## src/rtl/dmem_pkg.sv

```systemverilog
// Shared types and constants for the data-memory arbiter.
package dmem_pkg;

    typedef enum logic [1:0] {
        StIdle,
        StRdWait,
        StRmwRd,
        StRmwWr
    } state_e;

    localparam logic OWN_CPU = 1'b0;
    localparam logic OWN_DMA = 1'b1;

    localparam logic [3:0] BE_FULL = 4'b1111;
    localparam logic [3:0] BE_NONE = 4'b0000;

endpackage

```

## src/rtl/dmem_byte_merge.sv

```systemverilog
// Per-byte merge of store data into an existing word, selected by byte enables.
module dmem_byte_merge (
    input  logic [31:0] old_data,
    input  logic [31:0] new_data,
    input  logic [3:0]  be,
    output logic [31:0] merged
);

    always_comb begin
        merged = old_data;
        for (int i = 0; i < 4; i++) begin
            if (be[i]) begin
                merged[8*i +: 8] = new_data[8*i +: 8];
            end
        end
    end

endmodule

```

## src/rtl/dmem_arbiter.sv

```systemverilog
// Single-port data RAM arbiter: CPU priority with DMA starvation guard,
// one-cycle read sequencing and read-modify-write for partial stores.
module dmem_arbiter
    import dmem_pkg::*;
#(
    parameter int unsigned ADDR_W     = 16,
    parameter int unsigned STARVE_MAX = 4
) (
    input  logic              clock,
    input  logic              reset_n,

    input  logic              cpu_req,
    input  logic              cpu_we,
    input  logic [3:0]        cpu_be,
    input  logic [31:0]       cpu_addr,
    input  logic [31:0]       cpu_wdata,
    output logic              cpu_gnt,
    output logic              cpu_rvalid,
    output logic [31:0]       cpu_rdata,

    input  logic              dma_req,
    input  logic              dma_we,
    input  logic [3:0]        dma_be,
    input  logic [31:0]       dma_addr,
    input  logic [31:0]       dma_wdata,
    output logic              dma_gnt,
    output logic              dma_rvalid,
    output logic [31:0]       dma_rdata,

    output logic              ram_we,
    output logic [ADDR_W-3:0] ram_addr,
    output logic [31:0]       ram_wdata,
    input  logic [31:0]       ram_rdata
);

    localparam int unsigned CntW = $clog2(STARVE_MAX + 1);

    state_e            state_q, state_d;
    logic              owner_q, owner_d;
    logic [ADDR_W-3:0] addr_q, addr_d;
    logic [3:0]        be_q, be_d;
    logic [31:0]       wdata_q, wdata_d;
    logic [CntW-1:0]   starve_cnt_q, starve_cnt_d;
    logic [31:0]       cpu_rdata_q, dma_rdata_q;

    logic              dma_win, cpu_win, any_win;
    logic              sel_we;
    logic [3:0]        sel_be;
    logic [ADDR_W-3:0] sel_addr;
    logic [31:0]       sel_wdata;
    logic [31:0]       merged;

    logic unused_addr_bits;
    assign unused_addr_bits = ^{cpu_addr[31:ADDR_W], cpu_addr[1:0],
                                dma_addr[31:ADDR_W], dma_addr[1:0]};

    // Arbitration only ever resolves in idle; other states grant nobody.
    assign dma_win = (state_q == StIdle) && dma_req &&
                     ((starve_cnt_q == CntW'(STARVE_MAX)) || !cpu_req);
    assign cpu_win = (state_q == StIdle) && cpu_req && !dma_win;
    assign any_win = cpu_win || dma_win;

    assign sel_we    = dma_win ? dma_we    : cpu_we;
    assign sel_be    = dma_win ? dma_be    : cpu_be;
    assign sel_addr  = dma_win ? dma_addr[ADDR_W-1:2] : cpu_addr[ADDR_W-1:2];
    assign sel_wdata = dma_win ? dma_wdata : cpu_wdata;

    dmem_byte_merge u_merge (
        .old_data (ram_rdata),
        .new_data (wdata_q),
        .be       (be_q),
        .merged   (merged)
    );

    always_ff @(posedge clock or negedge reset_n) begin
        if (!reset_n) begin
            state_q      <= StIdle;
            owner_q      <= OWN_CPU;
            addr_q       <= '0;
            be_q         <= '0;
            wdata_q      <= '0;
            starve_cnt_q <= '0;
            cpu_rdata_q  <= '0;
            dma_rdata_q  <= '0;
        end else begin
            state_q      <= state_d;
            owner_q      <= owner_d;
            addr_q       <= addr_d;
            be_q         <= be_d;
            wdata_q      <= wdata_d;
            starve_cnt_q <= starve_cnt_d;
            cpu_rdata_q  <= cpu_rdata;
            dma_rdata_q  <= dma_rdata;
        end
    end

    always_comb begin
        state_d = state_q;
        owner_d = owner_q;
        addr_d  = addr_q;
        be_d    = be_q;
        wdata_d = wdata_q;

        if (!dma_req || dma_win) begin
            starve_cnt_d = '0;
        end else if (starve_cnt_q != CntW'(STARVE_MAX)) begin
            starve_cnt_d = starve_cnt_q + 1'b1;
        end else begin
            starve_cnt_d = starve_cnt_q;
        end

        unique case (state_q)
            StIdle: begin
                if (any_win) begin
                    owner_d = dma_win ? OWN_DMA : OWN_CPU;
                    addr_d  = sel_addr;
                    be_d    = sel_be;
                    wdata_d = sel_wdata;
                    if (!sel_we) begin
                        state_d = StRdWait;
                    end else if (sel_be != BE_FULL && sel_be != BE_NONE) begin
                        state_d = StRmwRd;
                    end
                end
            end
            StRdWait: state_d = StIdle;
            StRmwRd:  state_d = StRmwWr;
            StRmwWr:  state_d = StIdle;
            default:  state_d = StIdle;
        endcase
    end

    always_comb begin
        cpu_gnt    = cpu_win;
        dma_gnt    = dma_win;
        cpu_rvalid = 1'b0;
        dma_rvalid = 1'b0;
        ram_we     = 1'b0;
        ram_addr   = addr_q;
        ram_wdata  = wdata_q;

        unique case (state_q)
            StIdle: begin
                if (any_win) begin
                    ram_addr = sel_addr;
                    if (sel_we && sel_be == BE_FULL) begin
                        ram_we    = 1'b1;
                        ram_wdata = sel_wdata;
                    end
                end
            end
            StRdWait: begin
                cpu_rvalid = (owner_q == OWN_CPU);
                dma_rvalid = (owner_q == OWN_DMA);
            end
            StRmwRd: begin
                // Re-present the address so ram_rdata stays valid into the write cycle.
            end
            StRmwWr: begin
                ram_we    = 1'b1;
                ram_wdata = merged;
            end
            default: begin
            end
        endcase

        cpu_rdata = cpu_rvalid ? ram_rdata : cpu_rdata_q;
        dma_rdata = dma_rvalid ? ram_rdata : dma_rdata_q;
    end

endmodule

```

## config.mk

```make
export PLATFORM = sky130hd
export DESIGN_NAME = dmem_arbiter
export DESIGN_NICKNAME = d
export VERILOG_FILES = /design/src/rtl/dmem_pkg.sv /design/src/rtl/dmem_byte_merge.sv /design/src/rtl/dmem_arbiter.sv
export SDC_FILE = /design/constraint.sdc
export NUM_CORES = 1
export LEC_CHECK = 0
export CAP_MARGIN = 20
export CORE_UTILIZATION = 43
export CTS_CLUSTER_DIAMETER = 40
export DETAILED_ROUTE_END_ITERATION = 10
export MAX_ROUTING_LAYER = met4
export PLACE_DENSITY = 0.81
export REMOVE_ABC_BUFFERS = 1
export SLEW_MARGIN = 20
export SYNTH_ARGS = -nofsm -noshare
export SYNTH_HDL_FRONTEND = slang
export SYNTH_HIERARCHICAL = 1
export SYNTH_SLANG_ARGS = --single-unit
```

## constraint.sdc

```tcl
create_clock -name clock -period 3.31 [get_ports clock]
set_clock_uncertainty 0.15 [all_clocks]
set_input_delay 0.662 -clock clock [delete_from_list [all_inputs] [get_ports clock]]
set_output_delay 0.662 -clock clock [all_outputs]
set_load 0.1 [all_outputs]
```

# Yosys cells after proc, flatten, opt, wreduce, memory -nomap -nowiden

Cells that the tools add are included.

$add $sub $neg: 1
Reductions and logical operators: 18
Bitwise operators: 1
Eq/ne operators: 9
Muxes and demuxes: 27

Operators with widths:

| kind                                                  | number |
|---|---|
| two-way mux 32 bit                                    | 5 |
| one-hot mux 32 bit (2 select lines)                   | 1 |
| two-way mux 14 bit                                    | 3 |
| two-way mux 8 bit                                     | 4 |
| logical AND 1 bit                                     | 6 |
| two-way mux 1 bit                                     | 6 |
| two-way mux 2 bit                                     | 3 |
| two-way mux 3 bit                                     | 2 |
| one-hot mux 2 bit (3 select lines)                    | 1 |
| equality test 2 bit, second input constant            | 2 |
| equality test 4 bit, second input constant            | 1 |
| two-way mux 4 bit                                     | 1 |
| inequality test 4 bit, second input constant          | 1 |
| AND reduction 2 bit                                   | 2 |
| nonzero test 4 bit                                    | 1 |
| adder 3 x 1 -> 3 bit, second input constant           | 1 |
| equality test 3 bit, second input constant            | 1 |
| zero test 1 bit                                       | 3 |
| logical OR 1 bit                                      | 3 |
| inequality test 3 x 2 -> 1 bit, second input constant | 1 |
| inequality test 3 bit, second input constant          | 1 |
| equality test 2 x 1 -> 1 bit, second input constant   | 1 |
| zero test 2 bit                                       | 1 |
| inequality test 2 bit, second input constant          | 1 |
| 4 further kinds                                       | 4 |

Output and inout bits: 115
Input bits: 174
Register bits after elaboration: 120
Word-level logic and storage cells: 64

# Longest topological paths before layout

Gate-level depths: netlist of the first run.

Depth in word-level cells: 10
Mapped depth: 9
Depth with buffers taken out: 7

# Cells and area by module

Netlist of the first run, hierarchy kept.

Modules (own cells, without submodules):

| module          | sequential area each (um^2) | cells an instance | instances | area each (um^2) |
|---|---|---|---|---|
| dmem_arbiter    | 3,002.9                     | 525               | 1         | 6,227.2 |
| dmem_byte_merge | 0.0                         | 36                | 1         | 525.5 |

# Worst setup path after synthesis of the first run

No wires, ideal clock.

Path type: register to output
Start: register state_q[0]
End: output ram_addr[10]
Path buffers: 3
Path slack: -1.457 ns
Stages on the path, launching flop included: 10
Data arrival time: 3.955 ns
Required time: 2.498 ns
Cell sequence: dfrtp_1 inv_1 ha_1 buf_4 nand2_4 nor2_4 buf_2 buf_4 mux2i_1 o21ai_0

Cells in the longest elaborated chain, start to end: 8
Elaborated cells on any way between the ends: 10
Those cells by class: 3 x mux; 7 x reduce/logical

RTL lines:

| element                             | RTL line           | RTL |
|---|---|---|
| start: declaration                  | dmem_arbiter.sv:38 | `state_e state_q, state_d;` |
| start signal: assignment            | dmem_arbiter.sv:77 | `state_q <= StIdle;` |
| start signal: assignment            | dmem_arbiter.sv:86 | `state_q <= state_d;` |
| zero test 2 bit (*)                 | dmem_arbiter.sv:58 | `assign dma_win = (state_q == StIdle) && dma_req &&` |
| logical AND 1 bit (*) (2 in a row)  | dmem_arbiter.sv:58 |  |
| net dma_gnt                         | dmem_arbiter.sv:26 | `output logic dma_gnt,` |
| zero test 1 bit                     | dmem_arbiter.sv:60 | `assign cpu_win = (state_q == StIdle) && cpu_req && !dma_win;` |
| logical AND 1 bit                   | dmem_arbiter.sv:60 |  |
| logical OR 1 bit                    | dmem_arbiter.sv:61 | `assign any_win = cpu_win \|\| dma_win;` |
| two-way mux 14 bit (*) (2 in a row) | -                  |  |
| end: declaration                    | dmem_arbiter.sv:31 | `output logic [ADDR_W-3:0] ram_addr,` |

Mark *: on every way through the listed nets, which the timed path passes. The rest lies on a longest branch.

# Worst setup path after layout of the first run

Start: register state_q[0]
End: output ram_wdata[13]

Cells in the longest elaborated chain, start to end: 9
Elaborated cells on any way between the ends: 16
Those cells by class: 2 x eq/ne; 6 x mux; 8 x reduce/logical

RTL lines:

| element                                 | RTL line                                                    | RTL |
|---|---|---|
| zero test 2 bit                         | dmem_arbiter.sv:58, dmem_arbiter.sv:60, dmem_arbiter.sv:142 |  |
| logical AND 1 bit (2 in a row)          | dmem_arbiter.sv:58                                          |  |
| two-way mux 4 bit                       | dmem_arbiter.sv:64                                          | `assign sel_be = dma_win ? dma_be : cpu_be;` |
| equality test 4 bit                     | dmem_arbiter.sv:146                                         | `if (sel_we && sel_be == BE_FULL) begin` |
| logical AND 1 bit                       | dmem_arbiter.sv:146                                         |  |
| two-way mux 32 bit                      | dmem_arbiter.sv:146                                         |  |
| two-way mux 32 bit                      | dmem_arbiter.sv:144                                         | `if (any_win) begin` |
| one-hot mux 32 bit (2 select lines) (*) | dmem_arbiter.sv:142                                         | `unique case (state_q)` |
| end: declaration                        | dmem_arbiter.sv:32                                          | `output logic [31:0] ram_wdata,` |

Every way passes the cells marked *; elsewhere a longest branch is shown, timed or not.

==> reports/results.txt, run 1 <==
P&R area growth vs syn = 79.2%
Final hold viol count = 0
Global-route usage over all layers = 0.309
Top Ports = 289
Max cap viols = 0
Root Buffer = clkbuf_16
Library cells used by synthesis = 34
Filler cells = 848
Seq cells post-synth = 120
RePlAce Congestion = 0.798
Slew headroom = 0.628
Synthesized cell area = 0.00675 mm²
Crit Path Max Fanout = 7
R2R Path Start = state_q[0]
Inst Count DP = 1021
First-pass GRT wire length = 36600 µm
Crit path DAT = 2.57 ns
Top cells by area, synth = dfrtp_1 44%, mux2_2 22%, mux2_4 7.1%
Initial DRC count = 393
Reg2Reg Setup Slack = 0.66 ns
WS Path Type = flip-flop to primary output
Clock-pin slew of the registers on the worst-case setup and hold paths = 0.05 ns
Worst-margin pin slew = 0.558 ns
Vias = 6036
DRT Wirelength = 24300 µm
RSZ-0062 raised after global routing = yes
Register area share after synthesis = 0.445
Fmax = 296 MHz
Clock tree sinks = 120
DRC viols = 0
Syn Inst Count = 561
Pin count of the biggest net entering global routing = 58
Longest Clk Path Bufs = 2
TritonRoute pass-1 iters = 4
Clk Latency, worst-skew pair = 0.41 ns
CP Capture Type = primary output
Final Setup Violations = 31
Per-cell routed wire length = 22.7 µm
Worst hold path type = input pin to asynchronous set/reset pin
Num CTS Buffers = 17
Final WS setup = -0.0713 ns
Period utilization = 1.02
Vias per inst = 5.63
Die height = 127 µm
Core Region = 0.0153 mm²
Antenna Violating Nets Remaining = 0
Dpl ws = -0.312 ns
Final Core Density = 0.793
Synth area leader = dfrtp_1
Ys Warns = 6
Area share of the largest cell type after synthesis = 0.445
Worst Path Required = 2.50 ns
Number of global-route vias before repair = 6757
CTS tree = done
Fin cells = 1072
GRT Residual Overflow = 0
R2R cell count = 10
Period minus WS final = 3.38 ns
Initial antenna violation count = 1
Layout cell share with drive strength beyond 1 = 0.541
Num rows = 45
Die Footprint = 0.0162 mm²
Violated checks = negative setup slack
Status = finished, violations left
CTS H-tree depth = 4
Max-slew violation count = 0
Post-DP HPWL = 15400 µm
Initial Utilization = 0.443
# port buffers = 252
Avg Cell Area, Syn = 12.0 µm²
RR Endpoint = state_q[1]
Die width = 127 µm
# nets final = 1030
Startpoint Class = flip-flop
[timing repair]
| item | in CTS | in global routing |
|---|---|---|
| gates cloned | 6 | 1 |
| hold buffers | 0 | 0 |
| resized for setup | 71 | 40 |
| setup buffers | 12 | 2 |
| endpoints found under the setup margin | 48 | 44 |
| pin swaps | 11 | 13 |
[per-stage QoR]
step	instance area (µm²)	setup TNS [ns]	hold WS, ns
after floorplan	6490	-165.18	0.216
after global placement	10900	-10.27	0.366
after detailed placement	10900	-12.37	0.373
after CTS	11900	-1.34	0.0886
after global routing	12100	-2.67	0.115
final	12100	-0.964	0.0870
[layout by cell type, fill, tap and decap left out, types with 3 or more instances in the layout]
cell type        Yosys  routed
o21ai_0             21       7
nand3_1             77      18
clkdlybuf4s50_1      0     125
o21ai_1              0      13
nor2_4               1       4
nand3_4              0       5
clkinv_2             0       4
dfrtp_1            120     120
bufinv_16            0       3
mux2_2             129     129
buf_12               0     125
dlygate4sd2_1        0       7
mux2i_1             21      21
nand3_2             20      74
clkbuf_16            0      18
buf_16               0       3
mux2_4              32      32
buf_4                3      42
ha_1                 7       5
a21o_4               1       4
inv_1                8       6
buf_6               10       3
nand2_1             22      21
nor2_1               8       5
dlymetal6s2s_1       0       3
a22oi_1             32      32
[critical path, cell delays in order (launching register included)]
cell and delay (ns):
dfrtp_1 0.39, inv_2 0.09, ha_4 0.16, nand2_4 0.06
or4b_4 0.56, a21oi_4 0.20, buf_12 0.16, buf_12 0.13
nand3_1 0.10, nand3_2 0.12, buf_12 0.18
[worst max-delay path by stage]
stage,cells after the start,start,end,slack (ns)
floorplan,6,state_q[0],ram_addr[0],-2.90
global placement,7,dma_be[0],ram_wdata[27],-0.26
detailed placement,7,dma_req,ram_wdata[8],-0.31
CTS,11,state_q[1],ram_wdata[7],-0.08
global route,10,state_q[0],ram_wdata[13],-0.12
finish,10,state_q[0],ram_wdata[13],-0.07
[layer usage]
metal	share of wire	GRT usage	vias to the layer above
li1	-	-	2645
met1	0.38	0.333	3065
met2	0.53	0.550	274
met3	0.058	0.0624	52
met4	0.027	0.136	0
met5	0	-	-
[state kept, by name, summed over array words and instances, names as in the netlist]
| signal | flops |
|---|---|
| cpu_rdata_q | 32 |
| dma_rdata_q | 32 |
| wdata_q | 32 |
| addr_q | 14 |
| be_q | 4 |
| starve_cnt_q | 3 |
| state_q | 2 |
| owner_q | 1 |
[cell usage after synthesis]
| library cell | n |
|---|---|
| buf_6 | 10 |
| a21o_1 | 1 |
| mux2_2 | 129 |
| mux2_4 | 32 |
| a21oi_1 | 2 |
| nand2b_1 | 1 |
| o21ai_2 | 1 |
| nor2_4 | 1 |
| a221oi_2 | 1 |
| xnor2_1 | 1 |
| nand2_4 | 1 |
| or4b_4 | 1 |
| o211ai_1 | 1 |
| buf_1 | 4 |
| nand3_2 | 20 |
| nand2_1 | 22 |
| a21boi_2 | 1 |
| nor4_1 | 2 |
| nor3_1 | 1 |
| a21o_4 | 1 |
| nor2_1 | 8 |
| ha_1 | 7 |
| inv_1 | 8 |
| mux2i_1 | 21 |
| buf_2 | 8 |
| and4_1 | 2 |
| a21oi_4 | 1 |
| buf_4 | 3 |
| clkbuf_1 | 19 |
| nand3_1 | 77 |
| a22oi_1 | 32 |
| o21ai_0 | 21 |
| nor2b_1 | 1 |
| dfrtp_1 | 120 |
[layout make-up]
cell class	count	area, µm²	share of cell area
sequential	120	3000	0.248
timing repair buffer	310	4320	0.357
antenna	1	2.50	0.000207
multi-input combinational	392	3900	0.322
clock buffer	21	460	0.0380
inverter	8	30.0	0.00248
tap	211	264	0.0218
clock inverter	9	125	0.0103
[logic make-up (layout without fill, tap and decap cells)]
logic type,Yosys count,after routing,share of synthesized area
AND/OR/NAND/NOR,137,137,0.116
buffers and inverters,52,348,0.0432
AO/OA/AOI/OAI,62,65,0.0647
adder cells (fa/ha/maj),7,7,0.0130
flip-flops,120,120,0.445
XOR/XNOR,1,1,0.00130
other,0,1,0
multiplexers,182,182,0.317
Power of run 1 is not shown: default switching activity piles up to over one toggle a cycle in this logic, so the estimate is an artifact.
==> inputs of run 2 (changes only) <==
- CORE_UTILIZATION: 43 -> 49
- DONT_BUFFER_PORTS: default -> 1
- PLACE_DENSITY: 0.81 -> default
==> run 2 against run 1 <==
Effect of this change:
- the run ends with negative hold slack, negative setup slack left
- wire length fell by 20%
- core utilization fell by 11 points
- cell count fell by 24%
- flip-flop and latch count did not move
- hold slack got worse by 0.30 ns
- highest routed layer unchanged
- design area fell by 25%
- register-to-register slack improved by 0.09 ns
- via count fell by 17%
- worst setup slack improved by 0.041 ns
- global-route usage fell by 2.4 points
- clock-buffer cell count rose by 2
- non-clock buffer count fell by 226
==> reports/results.txt, run 2 (synthesis results as in run 1) <==
Die Footprint = 0.0143 mm² (-12%)
Worst Path Required = 2.50 ns (about the same)
Crit Path Max Fanout = 18 (+11)
Clk Latency, worst-skew pair = 0.41 ns (about the same)
Hold slack = -0.208 ns (-0.295 ns)
Pin count of the biggest net entering global routing = 121 (+110%)
Commonest cells after routing, fill and taps aside = 124 x mux2_2, 120 x dfrtp_1, 53 x nand3_2, 53 x buf_12, 37 x mux2_4
# port buffers = 0 (-100%)
R2R Path Start = state_q[1]
Violated checks = negative hold slack, negative setup slack
Period utilization = 1.01 (-0.0123)
Die height = 119 µm (-6.2%)
CTS H-tree depth = 4 (unchanged)
Initial antenna violation count = 0 (-1)
Max-slew violation count = 0 (unchanged)
RSZ-0062 raised after global routing = yes
Antenna Violating Nets Remaining = 0 (unchanged)
Worst hold path type = input pin to asynchronous set/reset pin
Top Ports = 289 (unchanged)
Vias per inst = 6.17 (+9.7%)
Fin area = 0.00909 mm² (-25%)
Period minus WS final = 3.34 ns (-0.0409 ns)
Per-cell routed wire length = 23.9 µm (+5.6%)
Final hold viol count = 120 (+120)
Longest Clk Path Bufs = 2 (unchanged)
R2R cell count = 7 (-3)
Clock-pin slew of the registers on the worst-case setup and hold paths = 0.05 ns (about the same)
Die width = 119 µm (-6.2%)
Biggest regs = cpu_rdata_q (32), dma_rdata_q (32), wdata_q (32)
P&R area growth vs syn = 34.6%
N_diodes = 0 (-1)
TritonRoute pass-1 iters = 5 (+1)
CP Capture Type = primary output
Most common cell after layout, fill and taps aside = mux2_2
DRC viols = 0 (unchanged)
Layout cell share with drive strength beyond 1 = 0.586 (+0.0458)
CTS tree = done
First-pass GRT wire length = 29600 µm (-19%)
# nets final = 804 (-22%)
Vias = 5014 (-17%)
Slew headroom = 0.620 (-0.00830)
Startpoint Class = flip-flop
Num CTS Buffers = 17 (unchanged)
WS Path Type = flip-flop to primary output
DP Area = 0.00797 mm² (-27%)
Number of global-route vias before repair = 5343 (-21%)
DRT Wirelength = 19400 µm (-20%)
Worst-margin pin slew = 0.570 ns (+0.0124 ns)
RePlAce Congestion = 0.757 (-5.1%)
Initial DRC count = 257 (-35%)
Fmax = 299 MHz (+1.2%)
Crit path DAT = 2.53 ns (-0.04 ns)
Worst Setup SP = state_q[1]
Core Region = 0.0133 mm² (-13%)
Max cap viols = 0 (unchanged)
Post-DP HPWL = 12300 µm (-20%)
Final WS setup = -0.0305 ns (+0.0409 ns)
Num rows = 42 (-6.7%)
Final Setup Violations = 15 (-52%)
Initial Utilization = 0.506 (+0.0633)
Root Buffer = clkbuf_16
GRT Residual Overflow = 0 (unchanged)
Global-route usage over all layers = 0.286 (-0.0236)
Status = finished, violations left
Clock tree sinks = 120 (unchanged)
run 2: cell types whose count changed in the layout (fill, tap and decap cells not counted), sizes merged, moves of 2 or more:
| cell | delta |
|---|---|
| buf | -89 |
| clkinv | +2 |
| dlymetal6s2s | -3 |
| dlygate4sd2 | -7 |
| clkdlybuf4s50 | -125 |
run 2: through the flow:
stage | TNS (ns) | instances | hold WS [ns] | util | setup slack [ns]
floorplan | -165.18 | 517 | 0.216 | - | -2.90
global placement | 0 | 762 | 0.219 | 0.597 | 0.130
detailed placement | 0 | 762 | 0.220 | 0.597 | 0.0586
CTS | -0.141 | 810 | -0.219 | 0.672 | -0.0196
global route | -3.15 | 812 | -0.223 | 0.681 | -0.0890
finish | -0.205 | 812 | -0.208 | 0.681 | -0.0305
run 2: routing by layer:
layer,track usage,share of wire,up-vias,routed length [µm]
met5,-,0,-,0
met1,0.322,0.38,2537,7380
met2,0.478,0.52,247,10100
met4,0.113,0.021,0,415
li1,-,-,2198,-
met3,0.0814,0.081,32,1570
run 2: path summary, 6_finish.rpt:
path / to / slack (ns)
worst max-delay path: ram_wdata[30] / -0.03
worst min-delay path: addr_q[5] / -0.21
worst max register to register: wdata_q[31] / 0.75
worst min register to register: addr_q[0] / 0.36
max in group asynchronous: wdata_q[3] / 3.04
min in group clock: be_q[2] / 0.30
run 2: area by class of cell:
class / count / area, µm²
fill: 969 / 4260
multi-input combinational: 392 / 3920
sequential: 120 / 3000
timing repair buffer: 84 / 1340
clock buffer: 23 / 478
tap: 176 / 220
clock inverter: 9 / 97.6
inverter: 8 / 30.0
run 2: what timing repair did:
item                                    CTS  global route
buffers inserted                         11             3
gates cloned                              5             0
hold endpoints to repair                120           120
pin swaps                                14            18
gates resized for setup                  57            20
endpoints found under the setup margin   48            47
run 2: worst max-delay path, stage by stage, from the launching register on:
cell     delay (ns)
dfrtp_1        0.39
inv_2          0.08
ha_4           0.16
nand2_4        0.06
buf_12         0.12
nor2_4         0.13
buf_4          0.30
mux2_2         0.41
nand3_1        0.12
nand3_1        0.13
buf_12         0.19
Power of run 2 is left out for the same reason.
